### src/rtl/cpu_core_pkg.sv
// Shared encodings for cpu_core: FSM states, opcodes, instruction field layout and
// the mapping of core opcodes onto the 4-bit alu opcodes.
package cpu_core_pkg;

  typedef enum logic [3:0] {
    StReset,
    StFetch,
    StFetchW,
    StDecode,
    StExec,
    StMem,
    StMemW,
    StWb,
    StHalt
  } state_e;

  localparam int unsigned InstrW   = 32;
  localparam int unsigned OpW      = 4;
  localparam int unsigned RegAddrW = 4;
  localparam int unsigned ImmW     = 16;
  localparam int unsigned OpLsb    = 28;
  localparam int unsigned RdLsb    = 24;
  localparam int unsigned Rs1Lsb   = 20;
  localparam int unsigned Rs2Lsb   = 16;

  localparam logic [OpW-1:0] OpNop  = 4'h0;
  localparam logic [OpW-1:0] OpAdd  = 4'h1;
  localparam logic [OpW-1:0] OpSub  = 4'h2;
  localparam logic [OpW-1:0] OpAnd  = 4'h3;
  localparam logic [OpW-1:0] OpOr   = 4'h4;
  localparam logic [OpW-1:0] OpXor  = 4'h5;
  localparam logic [OpW-1:0] OpAddi = 4'h6;
  localparam logic [OpW-1:0] OpLd   = 4'h7;
  localparam logic [OpW-1:0] OpSt   = 4'h8;
  localparam logic [OpW-1:0] OpBeq  = 4'h9;
  localparam logic [OpW-1:0] OpJmp  = 4'hA;
  localparam logic [OpW-1:0] OpHlt  = 4'hF;

  localparam int unsigned AluOpW = 4;
  localparam logic [AluOpW-1:0] AluAdd = 4'h0;
  localparam logic [AluOpW-1:0] AluSub = 4'h1;
  localparam logic [AluOpW-1:0] AluAnd = 4'h2;
  localparam logic [AluOpW-1:0] AluOr  = 4'h3;
  localparam logic [AluOpW-1:0] AluXor = 4'h4;

  // BEQ compares via subtraction and the alu zero flag.
  function automatic logic [AluOpW-1:0] alu_op_map(input logic [OpW-1:0] op);
    case (op)
      OpSub, OpBeq: return AluSub;
      OpAnd:        return AluAnd;
      OpOr:         return AluOr;
      OpXor:        return AluXor;
      default:      return AluAdd;
    endcase
  endfunction

  function automatic logic op_legal(input logic [OpW-1:0] op);
    return (op <= OpJmp) || (op == OpHlt);
  endfunction

endpackage

### src/rtl/alu.sv
// Combinational integer alu with a 4-bit opcode and a zero flag on the result.
module alu
  import cpu_core_pkg::*;
#(
  parameter int unsigned WORD_W = 32
) (
  input  logic [AluOpW-1:0] op_i,
  input  logic [WORD_W-1:0] a_i,
  input  logic [WORD_W-1:0] b_i,
  output logic [WORD_W-1:0] y_o,
  output logic              zero_o
);

  always_comb begin
    y_o = '0;
    case (op_i)
      AluAdd:  y_o = a_i + b_i;
      AluSub:  y_o = a_i - b_i;
      AluAnd:  y_o = a_i & b_i;
      AluOr:   y_o = a_i | b_i;
      AluXor:  y_o = a_i ^ b_i;
      default: y_o = a_i + b_i;
    endcase
    zero_o = (y_o == '0);
  end

endmodule

### src/rtl/cpu_regfile.sv
// NREGS x WORD_W register file: two asynchronous read ports, one synchronous write
// port, r0 hardwired to zero.
module cpu_regfile
  import cpu_core_pkg::*;
#(
  parameter int unsigned WORD_W = 32,
  parameter int unsigned NREGS  = 8
) (
  input  logic                clk,
  input  logic                rst,
  input  logic [RegAddrW-1:0] raddr_a_i,
  input  logic [RegAddrW-1:0] raddr_b_i,
  output logic [WORD_W-1:0]   rdata_a_o,
  output logic [WORD_W-1:0]   rdata_b_o,
  input  logic                we_i,
  input  logic [RegAddrW-1:0] waddr_i,
  input  logic [WORD_W-1:0]   wdata_i
);

  localparam int unsigned IdxW = $clog2(NREGS);
  localparam logic [RegAddrW:0] NRegsL = NREGS[RegAddrW:0];

  logic [WORD_W-1:0] regs_q [NREGS];

  function automatic logic in_range(input logic [RegAddrW-1:0] a);
    return ({1'b0, a} < NRegsL) && (a != '0);
  endfunction

  always_comb begin
    rdata_a_o = in_range(raddr_a_i) ? regs_q[raddr_a_i[IdxW-1:0]] : '0;
    rdata_b_o = in_range(raddr_b_i) ? regs_q[raddr_b_i[IdxW-1:0]] : '0;
  end

  always_ff @(posedge clk) begin
    if (!rst) begin
      for (int i = 0; i < int'(NREGS); i++) regs_q[i] <= '0;
    end else if (we_i && in_range(waddr_i)) begin
      regs_q[waddr_i[IdxW-1:0]] <= wdata_i;
    end
  end

endmodule

### src/rtl/cpu_core.sv
// Multi-cycle fetch/decode/execute core with a single req/ack memory port.
// Defining CPU_BUS_TIMEOUT_EN adds a bus watchdog that halts with err after BUS_TIMEOUT waits.
module cpu_core
  import cpu_core_pkg::*;
#(
  parameter int unsigned WORD_W      = 32,
  parameter int unsigned NREGS       = 8,
  parameter int unsigned RESET_PC    = 0,
  parameter int unsigned BUS_TIMEOUT = 64
) (
  input  logic              clk,
  input  logic              rst,
  output logic              mem_req_o,
  output logic              mem_we_o,
  output logic [WORD_W-1:0] mem_addr_o,
  output logic [WORD_W-1:0] mem_wdata_o,
  input  logic [WORD_W-1:0] mem_rdata_i,
  input  logic              mem_ack_i,
  output logic              halted_o,
  output logic              err_o,
  output logic [WORD_W-1:0] instret_o
);

  localparam logic [RegAddrW:0] NRegsL = NREGS[RegAddrW:0];

  state_e              state_q;
  logic [WORD_W-1:0]   pc_q, pc_next_q, a_q, b_q, res_q, instret_q;
  logic [WORD_W-1:0]   mem_addr_q, mem_wdata_q;
  logic [InstrW-1:0]   ir_q;
  logic                mem_req_q, mem_we_q, halted_q, err_q;

  logic [OpW-1:0]      op;
  logic [RegAddrW-1:0] rd, rs1, rs2;
  logic [WORD_W-1:0]   imm_sext, imm_zext, rf_rdata_a, rf_rdata_b, alu_b, alu_y;
  logic [AluOpW-1:0]   alu_op;
  logic                alu_zero, illegal, writes_rd, is_mem, rf_we, bus_expired;

  always_comb begin
    op        = ir_q[OpLsb +: OpW];
    rd        = ir_q[RdLsb +: RegAddrW];
    rs1       = ir_q[Rs1Lsb +: RegAddrW];
    rs2       = ir_q[Rs2Lsb +: RegAddrW];
    imm_sext  = {{(WORD_W-ImmW){ir_q[ImmW-1]}}, ir_q[ImmW-1:0]};
    imm_zext  = {{(WORD_W-ImmW){1'b0}}, ir_q[ImmW-1:0]};
    illegal   = !op_legal(op) || ({1'b0, rd} >= NRegsL) || ({1'b0, rs1} >= NRegsL) ||
                ({1'b0, rs2} >= NRegsL);
    writes_rd = (op >= OpAdd) && (op <= OpLd);
    is_mem    = (op == OpLd) || (op == OpSt);
    alu_op    = alu_op_map(op);
    alu_b     = ((op == OpAddi) || is_mem) ? imm_sext : b_q;
    rf_we     = (state_q == StWb) && writes_rd;
  end

  cpu_regfile #(
    .WORD_W (WORD_W),
    .NREGS  (NREGS)
  ) u_regfile (
    .clk       (clk),
    .rst       (rst),
    .raddr_a_i (rs1),
    .raddr_b_i (rs2),
    .rdata_a_o (rf_rdata_a),
    .rdata_b_o (rf_rdata_b),
    .we_i      (rf_we),
    .waddr_i   (rd),
    .wdata_i   (res_q)
  );

  alu #(
    .WORD_W (WORD_W)
  ) u_alu (
    .op_i   (alu_op),
    .a_i    (a_q),
    .b_i    (alu_b),
    .y_o    (alu_y),
    .zero_o (alu_zero)
  );

`ifdef CPU_BUS_TIMEOUT_EN
  localparam int unsigned TimeoutW = $clog2(BUS_TIMEOUT + 1);
  logic [TimeoutW-1:0] wait_q;

  // Counts wait cycles of the current request; cleared whenever no request is pending.
  always_ff @(posedge clk) begin
    if (!rst || !(state_q inside {StFetchW, StMemW})) wait_q <= '0;
    else                                             wait_q <= wait_q + 1'b1;
  end

  assign bus_expired = (state_q inside {StFetchW, StMemW}) &&
                       (wait_q == TimeoutW'(BUS_TIMEOUT - 1));
`else
  assign bus_expired = 1'b0;
`endif

  always_ff @(posedge clk) begin
    if (!rst) begin
      state_q     <= StReset;
      pc_q        <= WORD_W'(RESET_PC);
      pc_next_q   <= '0;
      ir_q        <= '0;
      a_q         <= '0;
      b_q         <= '0;
      res_q       <= '0;
      instret_q   <= '0;
      mem_req_q   <= 1'b0;
      mem_we_q    <= 1'b0;
      mem_addr_q  <= '0;
      mem_wdata_q <= '0;
      halted_q    <= 1'b0;
      err_q       <= 1'b0;
    end else begin
      case (state_q)
        StReset: state_q <= StFetch;
        StFetch: begin
          mem_req_q  <= 1'b1;
          mem_we_q   <= 1'b0;
          mem_addr_q <= pc_q;
          state_q    <= StFetchW;
        end
        StFetchW: begin
          if (mem_ack_i) begin
            ir_q      <= InstrW'(mem_rdata_i);
            mem_req_q <= 1'b0;
            state_q   <= StDecode;
          end else if (bus_expired) begin
            mem_req_q <= 1'b0;
            err_q     <= 1'b1;
            halted_q  <= 1'b1;
            state_q   <= StHalt;
          end
        end
        StDecode: begin
          a_q     <= rf_rdata_a;
          b_q     <= rf_rdata_b;
          state_q <= StExec;
        end
        StExec: begin
          res_q     <= alu_y;
          pc_next_q <= pc_q + WORD_W'(1);
          if (illegal) begin
            err_q    <= 1'b1;
            halted_q <= 1'b1;
            state_q  <= StHalt;
          end else if (op == OpHlt) begin
            instret_q <= instret_q + WORD_W'(1);
            halted_q  <= 1'b1;
            state_q   <= StHalt;
          end else if (is_mem) begin
            state_q <= StMem;
          end else begin
            state_q <= StWb;
            if ((op == OpBeq) && alu_zero) pc_next_q <= pc_q + WORD_W'(1) + imm_sext;
            else if (op == OpJmp)          pc_next_q <= imm_zext;
          end
        end
        StMem: begin
          mem_req_q   <= 1'b1;
          mem_we_q    <= (op == OpSt);
          mem_addr_q  <= res_q;
          mem_wdata_q <= b_q;
          state_q     <= StMemW;
        end
        StMemW: begin
          if (mem_ack_i) begin
            mem_req_q <= 1'b0;
            mem_we_q  <= 1'b0;
            if (op == OpLd) res_q <= mem_rdata_i;
            state_q   <= StWb;
          end else if (bus_expired) begin
            mem_req_q <= 1'b0;
            mem_we_q  <= 1'b0;
            err_q     <= 1'b1;
            halted_q  <= 1'b1;
            state_q   <= StHalt;
          end
        end
        StWb: begin
          pc_q      <= pc_next_q;
          instret_q <= instret_q + WORD_W'(1);
          state_q   <= StFetch;
        end
        StHalt:  state_q <= StHalt;
        default: state_q <= StHalt;
      endcase
    end
  end

  assign mem_req_o   = mem_req_q;
  assign mem_we_o    = mem_we_q;
  assign mem_addr_o  = mem_addr_q;
  assign mem_wdata_o = mem_wdata_q;
  assign halted_o    = halted_q;
  assign err_o       = err_q;
  assign instret_o   = instret_q;

endmodule

### config.mk
export PLATFORM = sky130hd
export DESIGN_NAME = cpu_core
export DESIGN_NICKNAME = d
export VERILOG_FILES = /design/src/rtl/cpu_core_pkg.sv /design/src/rtl/alu.sv /design/src/rtl/cpu_regfile.sv /design/src/rtl/cpu_core.sv
export SDC_FILE = /design/constraint.sdc
export NUM_CORES = 1
export LEC_CHECK = 0
export CORE_MARGIN = 8
export CORE_UTILIZATION = 23
export CTS_BUF_LIST = sky130_fd_sc_hd__clkbuf_8
export CTS_CLUSTER_SIZE = 16
export DETAILED_ROUTE_END_ITERATION = 10
export HOLD_SLACK_MARGIN = 0.03
export MAX_ROUTING_LAYER = met4
export PLACE_DENSITY = 0.43
export SETUP_SLACK_MARGIN = 0.5
export SKIP_CTS_REPAIR_TIMING = 1
export SLEW_MARGIN = 20
export SYNTH_ARGS = -nofsm -noshare
export SYNTH_HDL_FRONTEND = slang
export SYNTH_SLANG_ARGS = --single-unit
### constraint.sdc
create_clock -name clk -period 7.4 [get_ports clk]
set_clock_uncertainty 0.1 [all_clocks]
set_input_delay 1.48 -clock clk [delete_from_list [all_inputs] [get_ports clk]]
set_output_delay 1.48 -clock clk [all_outputs]
set_load 0.05 [all_outputs]
==> results.yml <==
power:
  p_per_area_nw_per_um2: 239.3
  switching_share: 0.3451
  peakVddDrop_v: 0.0001227
  comb_power_share: 0.266
  p_switching_uw: 3160
  internal_power_uw: 5999
  pwr-share-seq: 0.385
  clkPwrFrac: 0.348
  p_leak_uw: 0.01398
die:
  dieArea_sq_um: 151400
  ios: 135
  rows: 137
  start_util: 0.2306
  die_w_microns: 389.1
  die_h_microns: 389.1
  core-area_sq_um: 138800
synth:
  ys_seq_area_frac: 0.4289
  synth_top_area_cell: "edfxtp_1"
  synth_area_sq_um: 32020
  synthDominantCellAreaShare: 0.2401
  synth_ff_type: "dfxtp_1"
  async_flop_share: 0
  synthCells: 3309
  synth.avg_cell_area_sq_um: 9.676
  synth-seq-cells: 558
  synthTopCellsByArea: "edfxtp_1 (24%), dfxtp_1 (19%), mux4_2 (9.0%)"
  synth-edff-count: 256
  ys_types: 85
  yosys_warnings: 0
sta:
  rsz0062_at_grt: "no"
  hold_viol: 0
  finalWorstSetupSlack_ns: 0.7416
  fin_crit_ns: 6.658
  relSlewSlack: 0.2368
  max_freq_mhz: 150.2
  max_slew.worst_pin.slew_ns: 1.142
  finalSetupTns_ns: 0
  setup_viol: 0
  slew_violations: 0
  fin_crit_sh: 0.8998
global_route:
  grt_util_all_layers: 0.1655
  antenna_found_initial: 10
  grt_pass1_vias: 25402
  gr-total-overflow: 0
  grt_max_degree: 165
  grt_pass1_wl_microns: 182100
setup_path:
  critPathMaxFanout: 13
  required_ns: 8.01
  reg2reg_to: "pc_next_q[25]"
  crit_path_top_delay_cell: "or4b_4"
  arrival_ns: 7.27
  cp-end-kind: "register"
  rr_worst_depth: 25
  critPathKind: "register to register"
  start_kind: "register"
  critical_path.max_stage_delay_ns: 0.59
  reg2reg_from: "ir_q[28]"
  reg2reg_slack_ns: 0.74
flow_run:
  cap_viol_max_count: 0
clock_tree:
  root_buffer: "clkbuf_8"
  clock_path_buffers: 3
  cts.sinks: 558
  cts_inserted_buffers: 106
  cts_tree: "done"
  clk_pin_slew_worst_paths_ns: 0.06
  clkLatencyLatePin_ns: 0.81
  htree_levels: 3
run_status:
  status: "finished, final reports clean"
cells_and_area:
  final_nets: 3642
  fin_util: 0.2757
  final_cell_mix: "nor2_1 (394), nand2_1 (335), a21oi_1 (312), dfxtp_1 (295), edfxtp_1 (256)"
  area_delta_synth_final_pct: 19.56
  final_common_cell: "nor2_1"
  drive_gt1_frac: 0.1388
hold_path:
  holdPathEnd: "pc_q[9]"
  hp-class: "register to register"
  min_from: "pc_next_q[9]"
  whs_path_depth: 2
drt:
  drt_wl_total_microns: 127000
  route.detailed.drc: 0
  vias: 26172
  antenna_left: 0
  drt-initial-drc-count: 2296
  avgRoutedWirePerCell_microns: 23.64
  drtPass1Iterations: 5
  vias_per_cell: 4.873
placed_design:
  place_congestion: 0.9116
  hpwl_microns: 87840
  preCtsSetupSlack_ns: 0.3061
  numPortBuffers: 134
## power by group through the flow
stage / registers, uW / clock network [uW] / logic (uW)
final: 3530 / 3190 / 2440
after global routing: 3550 / 3400 / 2590
after CTS: 3530 / 3280 / 2360
after detailed placement: 3590 / 0 / 2340
after global placement: 3590 / 0 / 2360
after floorplan: 3580 / 0 / 1410
## critical path: cells and delay by family, from the launching register on
family | cells | cell delay [ns]
flip-flops | 1 | 0.33
multiplexers | 1 | 0.34
XOR/XNOR | 2 | 0.36
adder cells (fa/ha/maj) | 1 | 0.39
AO/OA/AOI/OAI | 7 | 1.67
AND/OR/NAND/NOR | 10 | 2.71
buffers and inverters | 4 | 0.66
## metrics by stage
stage / power [uW] / cell area [sq um] / hold slack [ns] / instances
after global placement: 5950 / 35820 / 0.3386 / 5169
after global routing: 9533 / 38280 / 0.3669 / 5370
after detailed placement: 5937 / 35820 / 0.3422 / 5169
after CTS: 9167 / 38000 / 0.3504 / 5360
after floorplan: 4988 / 32130 / 0.3249 / 3340
final: 9159 / 38280 / 0.3471 / 5371
## registers in the layout, indices dropped and copies added, names as in the netlist, named ones only
name and flops:
mem_wdata_o 32, mem_req_o 1, pc_q 32, err_o 1
ir_q 32, mem_addr_o 32, res_q 32, mem_we_o 1
instret_o 32, halted_o 1, b_q 32, a_q 32
pc_next_q 32, state_q 4, u_regfile.regs_q 256
## synthesized netlist by cell type, types with 9 or more instances
cell type,count
mux4_2,128
a21oi_1,317
nand2b_1,17
a21o_1,20
a31oi_1,12
nor3_1,51
mux2i_1,123
xnor2_1,76
clkbuf_1,164
or2_2,9
o211ai_1,11
buf_1,28
nand3_1,51
and2_1,237
buf_2,19
o31ai_1,9
a221oi_1,12
a211oi_1,61
edfxtp_1,256
inv_1,93
mux2_2,18
and3_1,35
dfxtp_1,302
ha_1,128
nor2_1,399
a22oi_1,18
nand2_1,338
nand4_1,28
nor4_1,11
xor2_1,58
or3_1,17
o21ai_0,115
o21a_1,10
## cells by family (layout without fill, tap and decap cells)
logic type,after synthesis,count (layout),synth area share
AO/OA/AOI/OAI,660,660,0.1244
XOR/XNOR,134,134,0.03666
AND/OR/NAND/NOR,1248,1248,0.1861
flip-flops,558,558,0.4289
multiplexers,270,270,0.1352
adder cells (fa/ha/maj),130,130,0.05127
buffers and inverters,308,528,0.03736
other,1,36,0.0001171
## routing by layer
metal | routed length [microns] | part of all wire | global-route usage | up-vias
li1 | - | - | - | 12175
met1 | 59210 | 0.47 | 0.2287 | 13044
met2 | 58170 | 0.46 | 0.2583 | 800
met3 | 6944 | 0.055 | 0.02144 | 153
met4 | 2642 | 0.021 | 0.03821 | 0
met5 | 0 | 0 | - | -
## worst max path at each step
stage                   from       endpoint  slack [ns]  depth (start not counted)
floorplan           ir_q[31]  pc_next_q[30]        0.72                         24
global placement    ir_q[28]   pc_next_q[8]        0.29                         24
detailed placement  ir_q[28]  pc_next_q[10]        0.31                         24
CTS                 ir_q[28]  pc_next_q[10]        0.21                         24
global route        ir_q[31]   pc_next_q[6]        0.47                         25
finish              ir_q[28]  pc_next_q[25]        0.74                         25
## layout make-up
| class | count | area [sq um] |
|---|---|---|
| diodes | 4 | 10.01 |
| clock buffers | 124 | 1707 |
| clock inverters | 67 | 469.2 |
| fillers | 14772 | 100600 |
| inverters | 94 | 360.3 |
| multi-input cells | 2474 | 17470 |
| flip-flops and latches | 558 | 13750 |
| well taps | 1807 | 2261 |
| repair buffers | 243 | 2255 |
(Power assumes the default switching activity.)
